$ cat config.mk
export PLATFORM = sky130hd
export DESIGN_NAME = iq_sched_ctrl
export DESIGN_NICKNAME = d
export VERILOG_FILES = /design/src/rtl/iq_sched_ctrl.sv
export SDC_FILE = /design/constraint.sdc
export NUM_CORES = 1
export LEC_CHECK = 0
export ABC_AREA = 0
export BUFFER_PORTS_ARGS = -buffer_cell sky130_fd_sc_hd__buf_2
export CELL_PAD_IN_SITES_DETAIL_PLACEMENT = 0
export CELL_PAD_IN_SITES_GLOBAL_PLACEMENT = 1
export CORE_ASPECT_RATIO = 1.25
export CORE_MARGIN = 2
export CORE_UTILIZATION = 31
export CTS_CLUSTER_SIZE = 20
export DETAILED_ROUTE_END_ITERATION = 16
export GPL_TIMING_DRIVEN = 0
export PLACE_DENSITY_LB_ADDON = 0.2
export SYNTH_ARGS = -nofsm -noshare
export SYNTH_HDL_FRONTEND = slang
export SYNTH_SLANG_ARGS = --single-unit
$ cat constraint.sdc
create_clock -name clock -period 2.2 [get_ports clock]
set_clock_uncertainty 0.15 [all_clocks]
set_input_delay 0.11 -clock clock [delete_from_list [all_inputs] [get_ports clock]]
set_output_delay 0.11 -clock clock [all_outputs]
set_load 0.01 [all_outputs]
$ cat src/rtl/iq_sched_ctrl.sv
// Issue-queue slot allocator and one-per-cycle select; `IQ_AGE_SELECT_EN picks oldest-first, otherwise lowest index.
// Latency: allocation and select are combinational from registered occupancy; a freed slot is reusable the next cycle.
// Backpressure: disp_ready drops when all slots are full; the selected slot is held while issue_ready is low.
module iq_sched_ctrl #(
  parameter int ENTRIES = 8,
  parameter int IDX_W   = $clog2(ENTRIES)
) (
  input  logic               clock,
  input  logic               reset_n,
  input  logic               flush,
  input  logic               disp_valid,
  output logic               disp_ready,
  output logic [ENTRIES-1:0] entry_enq_valid,
  input  logic [ENTRIES-1:0] entry_ready,
  output logic               issue_valid,
  output logic [IDX_W-1:0]   issue_idx,
  input  logic               issue_ready,
  output logic [ENTRIES-1:0] entry_issuing,
  output logic [IDX_W:0]     occupancy,
  output logic               empty
);

  logic [ENTRIES-1:0] occ;
  logic [ENTRIES-1:0] cand;
  logic [ENTRIES-1:0] enq_oh;
  logic [ENTRIES-1:0] iss_oh;
  logic [IDX_W:0]     cnt;
  logic [IDX_W-1:0]   free_idx;
  logic [IDX_W-1:0]   win_idx;
  logic               enq_fire;
  logic               iss_fire;

  always_comb begin
    free_idx = '0;
    for (int i = ENTRIES - 1; i >= 0; i--) begin
      if (!occ[i]) free_idx = IDX_W'(i);
    end
  end

  // Strobes are gated by reset_n so nothing reaches the entries while reset is held.
  assign disp_ready  = ~&occ & ~flush;
  assign enq_fire    = disp_valid & disp_ready & reset_n;
  assign cand        = entry_ready & occ;
  assign issue_valid = |cand & ~flush;
  assign iss_fire    = issue_valid & issue_ready & reset_n;

  assign enq_oh = enq_fire ? (ENTRIES'(1) << free_idx) : '0;
  assign iss_oh = iss_fire ? (ENTRIES'(1) << win_idx)  : '0;

`ifdef IQ_AGE_SELECT_EN
  logic [ENTRIES-1:0] age [ENTRIES];
  logic [ENTRIES-1:0] blocked;

  // A candidate is blocked if any other candidate is older than it.
  always_comb begin
    blocked = '0;
    win_idx = '0;
    for (int i = 0; i < ENTRIES; i++) begin
      for (int j = 0; j < ENTRIES; j++) begin
        blocked[i] = blocked[i] | (cand[j] & age[j][i]);
      end
    end
    for (int i = ENTRIES - 1; i >= 0; i--) begin
      if (cand[i] && !blocked[i]) win_idx = IDX_W'(i);
    end
  end

  always_ff @(posedge clock or negedge reset_n) begin
    if (!reset_n) begin
      for (int i = 0; i < ENTRIES; i++) age[i] <= '0;
    end else if (flush) begin
      for (int i = 0; i < ENTRIES; i++) age[i] <= '0;
    end else if (enq_fire) begin
      for (int i = 0; i < ENTRIES; i++) begin
        if (enq_oh[i]) age[i] <= '0;
        else           age[i][free_idx] <= occ[i];
      end
    end
  end
`else
  always_comb begin
    win_idx = '0;
    for (int i = ENTRIES - 1; i >= 0; i--) begin
      if (cand[i]) win_idx = IDX_W'(i);
    end
  end
`endif

  // Enqueue only targets a free slot and issue only an occupied one, so the masks never overlap.
  always_ff @(posedge clock or negedge reset_n) begin
    if (!reset_n) begin
      occ <= '0;
      cnt <= '0;
    end else if (flush) begin
      occ <= '0;
      cnt <= '0;
    end else begin
      occ <= (occ | enq_oh) & ~iss_oh;
      cnt <= cnt + (IDX_W+1)'(enq_fire) - (IDX_W+1)'(iss_fire);
    end
  end

  assign entry_enq_valid = enq_oh;
  assign entry_issuing   = iss_oh;
  assign issue_idx       = win_idx;
  assign occupancy       = cnt;
  assign empty           = (cnt == '0);

endmodule

==> flow_summary.ini <==
[synthesis]
synth_area_sq_um = 991
synth_top_cell_area_share = 0.303
synth_nets = 137
avgSynthCellArea_sq_um = 8.40
syn_inst = 118
yosys-top-cells-area = dfrtp_1 30%, ha_1 6.3%, nor2_1 5.3%
yosysSeqAreaShare = 0.303
ys_warn_count = 0
synth-main-ff-cell = dfrtp_1
yosysUniqueCellTypes = 39
synth_edf_count = 0
yosys.area.top_type = dfrtp_1
ys_ff_latch = 12
synthArstFlopShare = 1.00

[detailed_routing]
num_vias = 1134
drt_iter0_markers = 25
ant_nets = 0
drc_errors = 0
post_drt_wl_per_cell_um = 15.8
dr.pass1.iters = 4
routed_wl_um = 3290
viasPerCell = 5.45

[floorplanning]
die_area_sq_um = 3670
row_count = 22
dieWidth_um = 54.6
design.core.area_sq_um = 3000
die_h_um = 67.2
start_util = 0.330
ios = 39

[clock_tree]
cts_buffer_depth = 2
cts-htree-levels = 1
cts_made_buffers = 3
clock_sinks = 12
clk_pin_slew_worst_paths_ps = 70
worstSkewPairLatency_ps = 270
clockRootBuffer = clkbuf_4
cts_tree = yes

[worst_setup_path]
arrival_ps = 2480
critical_path.endpoint = occupancy[1]$_DFF_PN0_
slowest_stage = fa_2
cp_num_buf_inv = 1
required_ps = 2260
startpoint_type = flop
cp_slowest_stage_delay_ps = 520
regToRegSetupSlack_ps = -220
critical_path_peak_fanout = 4
crit_type = flop to flop
r2r_start = occ[4]$_DFF_PN0_
rr_worst_depth = 9
startpoint = occ[4]$_DFF_PN0_
r2r_end = occupancy[1]$_DFF_PN0_
path_delay_family = adder cells
critical_path.endpoint_type = flop
path_depth = 9
path_cells = a22oi_2 > nor2b_4 > a41oi_2 > and3_4 > ha_4 > inv_2 > ha_4 > fa_2 > nor2b_4

[global_routing]
grt_start_max_net_pins = 13
grt_pass1_wl_um = 4690
grt_overflow = 0
antenna_found_initial = 0
track_usage = 0.181
first_global_vias = 1072

[power]
finalPower_w = 0.000481
p_leak_nw = 0.739
max-vdd-ir-drop_v = 0.000173
p_per_area_nw_per_um2 = 329

[sta]
fmax_mhz = 412
fin_tns_setup_ps = -564
setup_violations = 3
period_share = 1.10
finalHoldViolCount = 0
worst_slew_pin_slew_ps = 605
worst_slack_ps = -225
relSlewSlack = 0.595
drv_slew = 0
fin_crit_ps = 2420
rsz0062_at_grt = true

[finish]
drive_above_1_share = 0.477
fin_nets = 193
num_antenna_cells = 0
syn_to_final_growth_pct = 47.5

[status]
failed_checks = negative setup slack
status = finished, violations left

[place]
dp_hpwl_um = 2430
portBuffers = 38
place_congestion = 0.748

[worst_hold_path]
min_path_type = input port to flop
hold_depth = 3

[job]
cap_violations = 0
-- cell type report --
type	count	area, sq um
flip-flops and latches	12	304
clock buffers	3	22.5
well taps	36	45.0
inverters	7	28.8
plain buffers	3	26.3
repair buffers	51	288
multi-input cells	96	747
fillers	311	1540
-- flip-flops by register name, summed over array words and instances (netlist names) --
| register | count |
|---|---|
| occupancy | 4 |
| occ | 8 |
-- layout by cell type (no fill, tap or decap), types with 3 or more instances in the layout --
cell type   n
clkbuf_4    3
nand3_1     4
a21oi_2     3
dfrtp_1     9
nor2_1     13
nand2_1    12
and3_1      3
nor3_1      5
a21oi_1     3
ha_1        3
inv_1       5
buf_4      11
dfrtp_2     3
a31oi_1     3
and2_1      4
buf_2      39
-- cell usage after synthesis (3+ instances only) --
| master | count |
|---|---|
| nor2_1 | 14 |
| dfrtp_1 | 12 |
| nand2_1 | 12 |
| inv_1 | 7 |
| a21oi_1 | 6 |
| ha_1 | 5 |
| nand3_1 | 5 |
| nor3_1 | 5 |
| and2_1 | 4 |
| and3_1 | 4 |
| nor2b_1 | 4 |
| a31oi_1 | 3 |
-- stage by stage --
step | hold slack, ps | util | setup WS, ps | instance area, sq um | std cells
global placement | -117 | 0.427 | -247 | 1280 | 192
finish | 59.9 | 0.487 | -225 | 1460 | 208
CTS | 54.0 | 0.455 | -239 | 1360 | 201
floorplan | -336 | - | -189 | 1050 | 118
global route | 83.7 | 0.487 | -301 | 1460 | 208
detailed placement | -113 | 0.427 | -280 | 1280 | 192
-- report_power, final --
part	switching (W)	total, W	internal, W
Clock	0.0000716	0.000135	0.0000633
Combinational	0.0000627	0.000113	0.0000506
Sequential	0.00000496	0.000233	0.000228
Total	0.000139	0.000481	0.000342
-- what timing repair did --
item	CTS	global route
hold buffers	1	0
gates resized for setup	5	9
cloned	0	1
hold endpoints to repair	12	0
setup endpoints to repair	3	6
setup buffers	5	6
pin swaps	5	8
-- worst reg2reg max path, cell delays in order (launching register included) --
cell and delay (ps):
dfrtp_2 430, a22oi_2 200, nor2b_4 190, a41oi_2 110, and3_4 200, ha_4 260
inv_2 40, ha_4 150, fa_2 520, nor2b_4 120
-- layer usage --
metal / share of wire / GRT usage / wire length (um) / vias up
met5: 0 / 0 / 0 / -
met4: 0.021 / 0.0656 / 70 / 0
met3: 0.041 / 0.0221 / 136 / 8
met2: 0.55 / 0.351 / 1800 / 40
met1: 0.39 / 0.190 / 1280 / 544
li1: - / - / - / 542
-- worst min path at each step --
stage | startpoint | end | slack (ps)
final | entry_ready[0] | occ[7]$_DFF_PN0_ | 60
after global routing | entry_ready[0] | occ[7]$_DFF_PN0_ | 80
after CTS | flush | occ[5]$_DFF_PN0_ | 50
after detailed placement | reset_n | occupancy[3]$_DFF_PN0_ | -110
after global placement | reset_n | occupancy[3]$_DFF_PN0_ | -120
after floorplan | reset_n | occ[0]$_DFF_PN0_ | -340
-- kinds of logic after synthesis --
kind of cell               Yosys count  synth area share
xor gates and xnor gates             2            0.0177
and+or+nand+nor                     63             0.353
DFF                                 12             0.303
AOI/OAI and AO/OA                   25             0.189
buffers and inverters               10            0.0530
adders and majority gates            6            0.0833
Note: power is estimated with default switching activity, not from simulation.
